[src/rtl/cpu_sram_arb_pkg.sv]
// Shared types and constants for the CPU SRAM-like 2:1 arbiter.
// Owner encoding tags each accepted request as inst or data.
// Grant state encodings are used by the lock FSM in the top module.
`ifndef CPU_SRAM_ARB_DEFS
`define CPU_SRAM_ARB_DEFS
`define ARB_OWNER_INST 1'b0
`define ARB_OWNER_DATA 1'b1
`define ARB_ST_IDLE    2'd0
`define ARB_ST_LOCK_I  2'd1
`define ARB_ST_LOCK_D  2'd2
`endif

package cpu_sram_arb_pkg;

  typedef enum logic [1:0] {
    ST_IDLE   = `ARB_ST_IDLE,
    ST_LOCK_I = `ARB_ST_LOCK_I,
    ST_LOCK_D = `ARB_ST_LOCK_D
  } arb_state_e;

  localparam logic OWNER_INST = `ARB_OWNER_INST;
  localparam logic OWNER_DATA = `ARB_OWNER_DATA;

  // Fixed shape of an instruction fetch on the shared port.
  localparam logic [1:0] INST_SIZE = 2'd2;

endpackage

[src/rtl/cpu_sram_arb_if.sv]
// Bundle of the inst-side, data-side and memory-side SRAM-like buses.
// slave: the arbiter's view; master: the environment (CPU core + bridge).
// Pure wiring, no latency; flow control is req/addr_ok and data_ok.
interface cpu_sram_arb_if;
  logic        inst_sram_req;
  logic [31:0] inst_sram_addr;
  logic        inst_sram_addr_ok;
  logic [31:0] inst_sram_rdata;
  logic        inst_sram_data_ok;

  logic        data_sram_req;
  logic        data_sram_wr;
  logic [1:0]  data_sram_size;
  logic [3:0]  data_sram_wstrb;
  logic [31:0] data_sram_addr;
  logic [31:0] data_sram_wdata;
  logic        data_sram_addr_ok;
  logic [31:0] data_sram_rdata;
  logic        data_sram_data_ok;

  logic        mem_req;
  logic        mem_wr;
  logic [1:0]  mem_size;
  logic [3:0]  mem_wstrb;
  logic [31:0] mem_addr;
  logic [31:0] mem_wdata;
  logic        mem_addr_ok;
  logic [31:0] mem_rdata;
  logic        mem_data_ok;

  modport slave (
    input  inst_sram_req, inst_sram_addr,
    output inst_sram_addr_ok, inst_sram_rdata, inst_sram_data_ok,
    input  data_sram_req, data_sram_wr, data_sram_size, data_sram_wstrb,
    input  data_sram_addr, data_sram_wdata,
    output data_sram_addr_ok, data_sram_rdata, data_sram_data_ok,
    output mem_req, mem_wr, mem_size, mem_wstrb, mem_addr, mem_wdata,
    input  mem_addr_ok, mem_rdata, mem_data_ok
  );

  modport master (
    output inst_sram_req, inst_sram_addr,
    input  inst_sram_addr_ok, inst_sram_rdata, inst_sram_data_ok,
    output data_sram_req, data_sram_wr, data_sram_size, data_sram_wstrb,
    output data_sram_addr, data_sram_wdata,
    input  data_sram_addr_ok, data_sram_rdata, data_sram_data_ok,
    input  mem_req, mem_wr, mem_size, mem_wstrb, mem_addr, mem_wdata,
    output mem_addr_ok, mem_rdata, mem_data_ok
  );
endinterface

[src/rtl/arb_owner_fifo.sv]
// 1-bit in-order FIFO recording the owner of each accepted request.
// Ports: push/din write, pop/dout read-ahead, full/empty/count status.
// Latency: dout shows the head combinationally; push when full / pop when empty are ignored.
module arb_owner_fifo #(
  parameter int DEPTH = 4
) (
  input  logic                     clk,
  input  logic                     reset,
  input  logic                     push,
  input  logic                     pop,
  input  logic                     din,
  output logic                     dout,
  output logic                     full,
  output logic                     empty,
  output logic [$clog2(DEPTH):0]   count
);
  localparam int PW = $clog2(DEPTH);
  localparam logic [PW:0]   FULL_CNT = DEPTH[PW:0];
  localparam logic [PW:0]   CNT_ONE  = {{PW{1'b0}}, 1'b1};
  localparam logic [PW-1:0] PTR_ONE  = {{(PW-1){1'b0}}, 1'b1};

  logic          mem_q [DEPTH];
  logic [PW-1:0] wr_ptr_q, rd_ptr_q;
  logic [PW:0]   cnt_q;
  logic          push_en, pop_en;

  assign full    = (cnt_q == FULL_CNT);
  assign empty   = (cnt_q == '0);
  assign push_en = push & ~full;
  assign pop_en  = pop & ~empty;
  assign dout    = mem_q[rd_ptr_q];
  assign count   = cnt_q;

  // Storage needs no reset: entries are only read when counted valid.
  always_ff @(posedge clk) begin
    if (push_en) mem_q[wr_ptr_q] <= din;
  end

  // Pointers wrap naturally at the power-of-two depth.
  always_ff @(posedge clk) begin
    if (reset) begin
      wr_ptr_q <= '0;
      rd_ptr_q <= '0;
      cnt_q    <= '0;
    end else begin
      if (push_en) wr_ptr_q <= wr_ptr_q + PTR_ONE;
      if (pop_en)  rd_ptr_q <= rd_ptr_q + PTR_ONE;
      case ({push_en, pop_en})
        2'b10:   cnt_q <= cnt_q + CNT_ONE;
        2'b01:   cnt_q <= cnt_q - CNT_ONE;
        default: cnt_q <= cnt_q;
      endcase
    end
  end
endmodule

[src/rtl/cpu_sram_arb.sv]
// 2:1 arbiter (data over inst) onto one SRAM-like port; routes data_ok back by owner.
// Ports: clk/reset, bus (slave modport), spurious_o, state_o, ost_cnt_o (status).
// Latency: zero on request and response paths; grant is held until mem_addr_ok, mem_req drops when owner FIFO full.
module cpu_sram_arb
  import cpu_sram_arb_pkg::*;
#(
  parameter int OST_DEPTH = 4
) (
  input  logic                       clk,
  input  logic                       reset,
  cpu_sram_arb_if.slave              bus,
  output logic                       spurious_o,
  output logic [1:0]                 state_o,
  output logic [$clog2(OST_DEPTH):0] ost_cnt_o
);
  arb_state_e state_q, state_d;
  logic       sel_data;    // 1 = data requester owns the port this cycle
  logic       winner_req;
  logic       accept;
  logic       fifo_full, fifo_empty, fifo_dout;

  always_ff @(posedge clk) begin
    if (reset) state_q <= ST_IDLE;
    else       state_q <= state_d;
  end

  always_comb begin
    sel_data = 1'b0;
    case (state_q)
      ST_IDLE:   sel_data = bus.data_sram_req;
      ST_LOCK_D: sel_data = 1'b1;
      default:   sel_data = 1'b0;
    endcase

    winner_req = sel_data ? bus.data_sram_req : bus.inst_sram_req;
    // A full owner FIFO blocks issue even if it pops this cycle, which
    // keeps the full flag purely registered on the request path.
    bus.mem_req = winner_req & ~fifo_full;
    accept      = bus.mem_req & bus.mem_addr_ok;

    if (sel_data) begin
      bus.mem_wr    = bus.data_sram_wr;
      bus.mem_size  = bus.data_sram_size;
      bus.mem_wstrb = bus.data_sram_wstrb;
      bus.mem_addr  = bus.data_sram_addr;
      bus.mem_wdata = bus.data_sram_wdata;
    end else begin
      bus.mem_wr    = 1'b0;
      bus.mem_size  = INST_SIZE;
      bus.mem_wstrb = 4'h0;
      bus.mem_addr  = bus.inst_sram_addr;
      bus.mem_wdata = 32'h0;
    end

    bus.data_sram_addr_ok = accept & sel_data;
    bus.inst_sram_addr_ok = accept & ~sel_data;

    // Lock on an unaccepted request; while stalled by full, hold state.
    state_d = state_q;
    if (bus.mem_req) begin
      if (bus.mem_addr_ok) state_d = ST_IDLE;
      else                 state_d = sel_data ? ST_LOCK_D : ST_LOCK_I;
    end
  end

  arb_owner_fifo #(
    .DEPTH (OST_DEPTH)
  ) u_owner_fifo (
    .clk   (clk),
    .reset (reset),
    .push  (accept),
    .pop   (bus.mem_data_ok),
    .din   (sel_data ? OWNER_DATA : OWNER_INST),
    .dout  (fifo_dout),
    .full  (fifo_full),
    .empty (fifo_empty),
    .count (ost_cnt_o)
  );

  // Responses are in order, so the FIFO head names the owner.
  assign bus.inst_sram_data_ok = bus.mem_data_ok & ~fifo_empty & (fifo_dout == OWNER_INST);
  assign bus.data_sram_data_ok = bus.mem_data_ok & ~fifo_empty & (fifo_dout == OWNER_DATA);
  assign bus.inst_sram_rdata   = bus.mem_rdata;
  assign bus.data_sram_rdata   = bus.mem_rdata;
  assign spurious_o            = bus.mem_data_ok & fifo_empty;
  assign state_o               = state_q;
endmodule

[src/flat_wrapper.sv]
// flat-port wrapper written by rule: the top's interface ports become plain ports
module cpu_sram_arb_flat import cpu_sram_arb_pkg::*;
#(
  parameter int OST_DEPTH = 4
)
  (clk, reset, spurious_o, state_o, ost_cnt_o, bus_inst_sram_req, bus_inst_sram_addr, bus_inst_sram_addr_ok, bus_inst_sram_rdata, bus_inst_sram_data_ok, bus_data_sram_req, bus_data_sram_wr, bus_data_sram_size, bus_data_sram_wstrb, bus_data_sram_addr, bus_data_sram_wdata, bus_data_sram_addr_ok, bus_data_sram_rdata, bus_data_sram_data_ok, bus_mem_req, bus_mem_wr, bus_mem_size, bus_mem_wstrb, bus_mem_addr, bus_mem_wdata, bus_mem_addr_ok, bus_mem_rdata, bus_mem_data_ok);
  cpu_sram_arb_if bus_i ();
  input  logic clk;
  input  logic reset;
  output logic spurious_o;
  output logic [1:0] state_o;
  output logic [$clog2(OST_DEPTH):0] ost_cnt_o;
  input wire logic [$bits(bus_i.inst_sram_req)-1:0] bus_inst_sram_req;
  input wire logic [$bits(bus_i.inst_sram_addr)-1:0] bus_inst_sram_addr;
  output wire logic [$bits(bus_i.inst_sram_addr_ok)-1:0] bus_inst_sram_addr_ok;
  output wire logic [$bits(bus_i.inst_sram_rdata)-1:0] bus_inst_sram_rdata;
  output wire logic [$bits(bus_i.inst_sram_data_ok)-1:0] bus_inst_sram_data_ok;
  input wire logic [$bits(bus_i.data_sram_req)-1:0] bus_data_sram_req;
  input wire logic [$bits(bus_i.data_sram_wr)-1:0] bus_data_sram_wr;
  input wire logic [$bits(bus_i.data_sram_size)-1:0] bus_data_sram_size;
  input wire logic [$bits(bus_i.data_sram_wstrb)-1:0] bus_data_sram_wstrb;
  input wire logic [$bits(bus_i.data_sram_addr)-1:0] bus_data_sram_addr;
  input wire logic [$bits(bus_i.data_sram_wdata)-1:0] bus_data_sram_wdata;
  output wire logic [$bits(bus_i.data_sram_addr_ok)-1:0] bus_data_sram_addr_ok;
  output wire logic [$bits(bus_i.data_sram_rdata)-1:0] bus_data_sram_rdata;
  output wire logic [$bits(bus_i.data_sram_data_ok)-1:0] bus_data_sram_data_ok;
  output wire logic [$bits(bus_i.mem_req)-1:0] bus_mem_req;
  output wire logic [$bits(bus_i.mem_wr)-1:0] bus_mem_wr;
  output wire logic [$bits(bus_i.mem_size)-1:0] bus_mem_size;
  output wire logic [$bits(bus_i.mem_wstrb)-1:0] bus_mem_wstrb;
  output wire logic [$bits(bus_i.mem_addr)-1:0] bus_mem_addr;
  output wire logic [$bits(bus_i.mem_wdata)-1:0] bus_mem_wdata;
  input wire logic [$bits(bus_i.mem_addr_ok)-1:0] bus_mem_addr_ok;
  input wire logic [$bits(bus_i.mem_rdata)-1:0] bus_mem_rdata;
  input wire logic [$bits(bus_i.mem_data_ok)-1:0] bus_mem_data_ok;
  assign bus_i.inst_sram_req = bus_inst_sram_req;
  assign bus_i.inst_sram_addr = bus_inst_sram_addr;
  assign bus_inst_sram_addr_ok = bus_i.inst_sram_addr_ok;
  assign bus_inst_sram_rdata = bus_i.inst_sram_rdata;
  assign bus_inst_sram_data_ok = bus_i.inst_sram_data_ok;
  assign bus_i.data_sram_req = bus_data_sram_req;
  assign bus_i.data_sram_wr = bus_data_sram_wr;
  assign bus_i.data_sram_size = bus_data_sram_size;
  assign bus_i.data_sram_wstrb = bus_data_sram_wstrb;
  assign bus_i.data_sram_addr = bus_data_sram_addr;
  assign bus_i.data_sram_wdata = bus_data_sram_wdata;
  assign bus_data_sram_addr_ok = bus_i.data_sram_addr_ok;
  assign bus_data_sram_rdata = bus_i.data_sram_rdata;
  assign bus_data_sram_data_ok = bus_i.data_sram_data_ok;
  assign bus_mem_req = bus_i.mem_req;
  assign bus_mem_wr = bus_i.mem_wr;
  assign bus_mem_size = bus_i.mem_size;
  assign bus_mem_wstrb = bus_i.mem_wstrb;
  assign bus_mem_addr = bus_i.mem_addr;
  assign bus_mem_wdata = bus_i.mem_wdata;
  assign bus_i.mem_addr_ok = bus_mem_addr_ok;
  assign bus_i.mem_rdata = bus_mem_rdata;
  assign bus_i.mem_data_ok = bus_mem_data_ok;
  cpu_sram_arb #(.OST_DEPTH(OST_DEPTH)) u_core (.clk(clk), .reset(reset), .bus(bus_i), .spurious_o(spurious_o), .state_o(state_o), .ost_cnt_o(ost_cnt_o));
endmodule
[config.mk]
export PLATFORM = sky130hd
export DESIGN_NAME = cpu_sram_arb_flat
export DESIGN_NICKNAME = d
export VERILOG_FILES = /design/src/rtl/cpu_sram_arb_pkg.sv /design/src/rtl/cpu_sram_arb_if.sv /design/src/rtl/arb_owner_fifo.sv /design/src/rtl/cpu_sram_arb.sv /design/src/flat_wrapper.sv
export SDC_FILE = /design/constraint.sdc
export NUM_CORES = 1
export LEC_CHECK = 0
export BUFFER_PORTS_ARGS = -buffer_cell sky130_fd_sc_hd__buf_2
export CORE_AREA = 2 2 113 115
export CTS_CLUSTER_DIAMETER = 40
export DETAILED_ROUTE_END_ITERATION = 10
export DIE_AREA = 0 0 115 117
export HOLD_SLACK_MARGIN = 0.05
export PLACE_DENSITY = 0.5
export SYNTH_ARGS = -nofsm -noshare
export SYNTH_HDL_FRONTEND = slang
export SYNTH_SLANG_ARGS = --single-unit
export TNS_END_PERCENT = 10
[constraint.sdc]
create_clock -name clk -period 2.1 [get_ports clk]
set_input_delay 0.42 -clock clk [delete_from_list [all_inputs] [get_ports clk]]
set_output_delay 0.42 -clock clk [all_outputs]
set_load 0.01 [all_outputs]
==> results.toml <==
[status]
outcome = "finished with violations"
violations = "negative setup slack"

[synth]
synth_seq_cells = 15
synth_ff_type = "dfxtp_1"
synth_area_per_cell_sq_um = 8.799
synth_warnings = 0
synth_edf_count = 4
synth_nets = 362
synth.distinct_cells = 35
syn_area_sq_mm = 0.001892
netlist_instances = 215
ys_seq_area_frac = 0.1799
synthArstFlopShare = 0

[sta]
tightest_slew_ps = 280.9
finalHoldViolations = 0
layout_setup_ws_ps = -15.52
layout_min_cycle_time_ps = 2116
drv_slew = 0
fin_crit_sh = 1.007
fmax_ghz = 0.4727
skew_ps = 2.432
setup_viol = 1
rsz0062_at_grt = "yes"
whs_ps = 478.7
relSlewSlack = 0.8112

[pwr]
p_leak_nw = 1.577
power_density_mw_per_mm2 = 734.3
power_mw = 2.215
irDropWorstVdd_uv = 247.6

[cts]
htreeDepth = 1
clk_latency_ps = 240
clockBufferDepth = 2
clk_transition_reported_paths_ps = 50
cts_hold_buf = 0
cts.sinks = 15
cts_buffers = 3
cts_root_buf = "clkbuf_16"
cts_tree = "yes"

[setup_path]
worstPathBufferInverterCount = 2
path_max_fanout = 2
critical_path_required_ps = 2280
cpLargestDelayFamily = "simple AND/OR/NAND/NOR gates"
crit_path_end_kind = "flop"
worst_path_largest_cell_delay_ps = 400
slowest_stage = "or3b_4"
crit_path_cell_trace = "or3b_4, nand2_4, nor2_4, inv_1, ha_2, inv_2, fa_2, xor2_1, or3_1, a21oi_2"
crit_arrival_ps = 2290
crit_type = "reg -> reg"
critPathLaunchType = "flop"

[cells_and_area]
fill_cells = 1362
fin_nets = 505
diodes = 0
final_area_sq_mm = 0.003017
area_growth_pct = 59.46
instances_no_fill = 507
drive_above_1_share = 0.7563

[global_route]
grt_pass1_vias = 1674
grt_pass1_wl_um = 9653
track_usage = 0.09494
grt_start_max_net_pins = 39
overflow = 0
antenna_found_initial = 0

[placed_design]
dpl_cell_area_sq_mm = 0.002633
dp.final_hpwl_um = 6250
globalplace.congestion = 0.7805
port_buffers = 190
place_ws_ps = -93.01
post-place-cells = 494

[floorplan]
start_util = 0.1537
rows = 41
ioPinCount = 287
die_width_um = 115
core-area_sq_mm = 0.01231
die_y_um = 117
dieArea_sq_mm = 0.01346

[detailed_routing]
drt-initial-drc-count = 53
drtPass1Iterations = 3
avgRoutedWirePerCell_um = 15.41
drtAntennaViolNets = 0
vias_per_cell = 3.850
postRouteWirelength_um = 7815
vias = 1952
drcViolationCount = 0

[run]
drv_cap = 0

[hold_path]
min_path_type = "in -> reg"
-- layout by cell type, fill, tap and decap left out, types with 2 or more instances in the layout --
cell / netlist / layout
nor3_1: 2 / 2
and2b_2: 2 / 2
or3_1: 2 / 2
clkbuf_16: 0 / 6
dfxtp_1: 11 / 6
buf_2: 0 / 178
buf_4: 67 / 12
o21ai_0: 2 / 2
buf_12: 0 / 2
xor2_1: 3 / 3
dfxtp_2: 0 / 4
nor2_4: 0 / 3
and2_2: 4 / 4
a21oi_1: 3 / 2
edfxtp_1: 4 / 4
ha_1: 5 / 4
buf_6: 0 / 14
mux2_4: 0 / 14
and2_1: 39 / 39
inv_1: 6 / 5
mux2_2: 32 / 18
nor2_1: 8 / 6
nand2_1: 2 / 2
-- routing by layer --
layer | wire length [um] | track usage
met1 | 3277 | 0.1272
met2 | 3884 | 0.1549
met3 | 597 | 0.02626
met4 | 55 | 0.01687
met5 | 0 | 0
-- report_power, final --
part	switching (mW)	total, mW	internal (mW)
sequential	0.0364	0.412	0.376
combinational	0.661	1.43	0.772
clock	0.113	0.370	0.257
-- worst paths after layout --
check | startpoint | end | slack (ps) | cells past startpoint
setup / recovery | u_core.u_owner_fifo.count[2]$_SDFFE_PP0P_ | u_core.u_owner_fifo.count[2]$_SDFFE_PP0P_ | -20 | 10
hold reg to reg | u_core.u_owner_fifo.rd_ptr_q[1]$_SDFFE_PP0P_ | u_core.u_owner_fifo.rd_ptr_q[1]$_SDFFE_PP0P_ | 520 | 2
setup reg to reg | u_core.u_owner_fifo.count[2]$_SDFFE_PP0P_ | u_core.u_owner_fifo.count[2]$_SDFFE_PP0P_ | -20 | 10
hold / removal | reset | u_core.u_owner_fifo.count[2]$_SDFFE_PP0P_ | 480 | 2
-- through the flow --
stage                     TNS, ps  utilization
after floorplan            -21.40            -
after global placement     -52.98       0.2138
after detailed placement   -93.01       0.2138
after CTS                  -27.22       0.2235
after global routing       -282.5       0.2450
final                      -15.52       0.2450
-- what timing repair did --
| action | 4_1_cts | 5_1_grt |
|---|---|---|
| pin swaps | 0 | 2 |
| endpoints found under the setup margin | 40 | 35 |
| setup buffers | 0 | 5 |
| gates cloned | 1 | 3 |
| gates resized for setup | 2 | 32 |
-- logic make-up after synthesis --
kind of cell    after synthesis  share of synthesized area
simple gates                 69                     0.2302
compound gates               10                    0.03770
fa+ha+maj                     6                    0.04365
flops                        15                     0.1799
buf+inv                      78                     0.2877
mux                          33                     0.2024
xor+xnor                      4                    0.01852
-- worst reg2reg max path, stage by stage (launching register included) --
cell,delay [ps]
dfxtp_4,330
or3b_4,400
nand2_4,80
nor2_4,30
inv_1,60
ha_2,190
inv_2,40
fa_2,320
xor2_1,150
or3_1,320
a21oi_2,110
-- final cells by class --
cell class	instances	area [sq um]	area share
repair buffers	210	1281	0.4247
well taps	150	187.7	0.06221
flip-flops and latches	15	349.1	0.1157
inverters	6	22.52	0.007466
clock buffers	4	78.83	0.02613
multi-input cells	122	1097	0.3637
-- synthesized netlist by cell type, drive strengths merged, types with 2 or more instances --
| cell type | instances | area, sq um |
|---|---|---|
| or3 | 3 | 20.02 |
| and2b | 2 | 17.52 |
| nor3 | 2 | 10.01 |
| xor2 | 3 | 26.28 |
| nor2 | 9 | 36.29 |
| ha | 5 | 62.56 |
| edfxtp | 4 | 120.1 |
| a21oi | 4 | 31.28 |
| inv | 6 | 22.52 |
| buf | 67 | 503.0 |
| o21ai | 2 | 10.01 |
| mux2 | 32 | 360.4 |
| nand2 | 3 | 18.77 |
| and2 | 43 | 274.0 |
| clkbuf | 5 | 18.77 |
| dfxtp | 11 | 220.2 |
(Power assumes the default switching activity.)
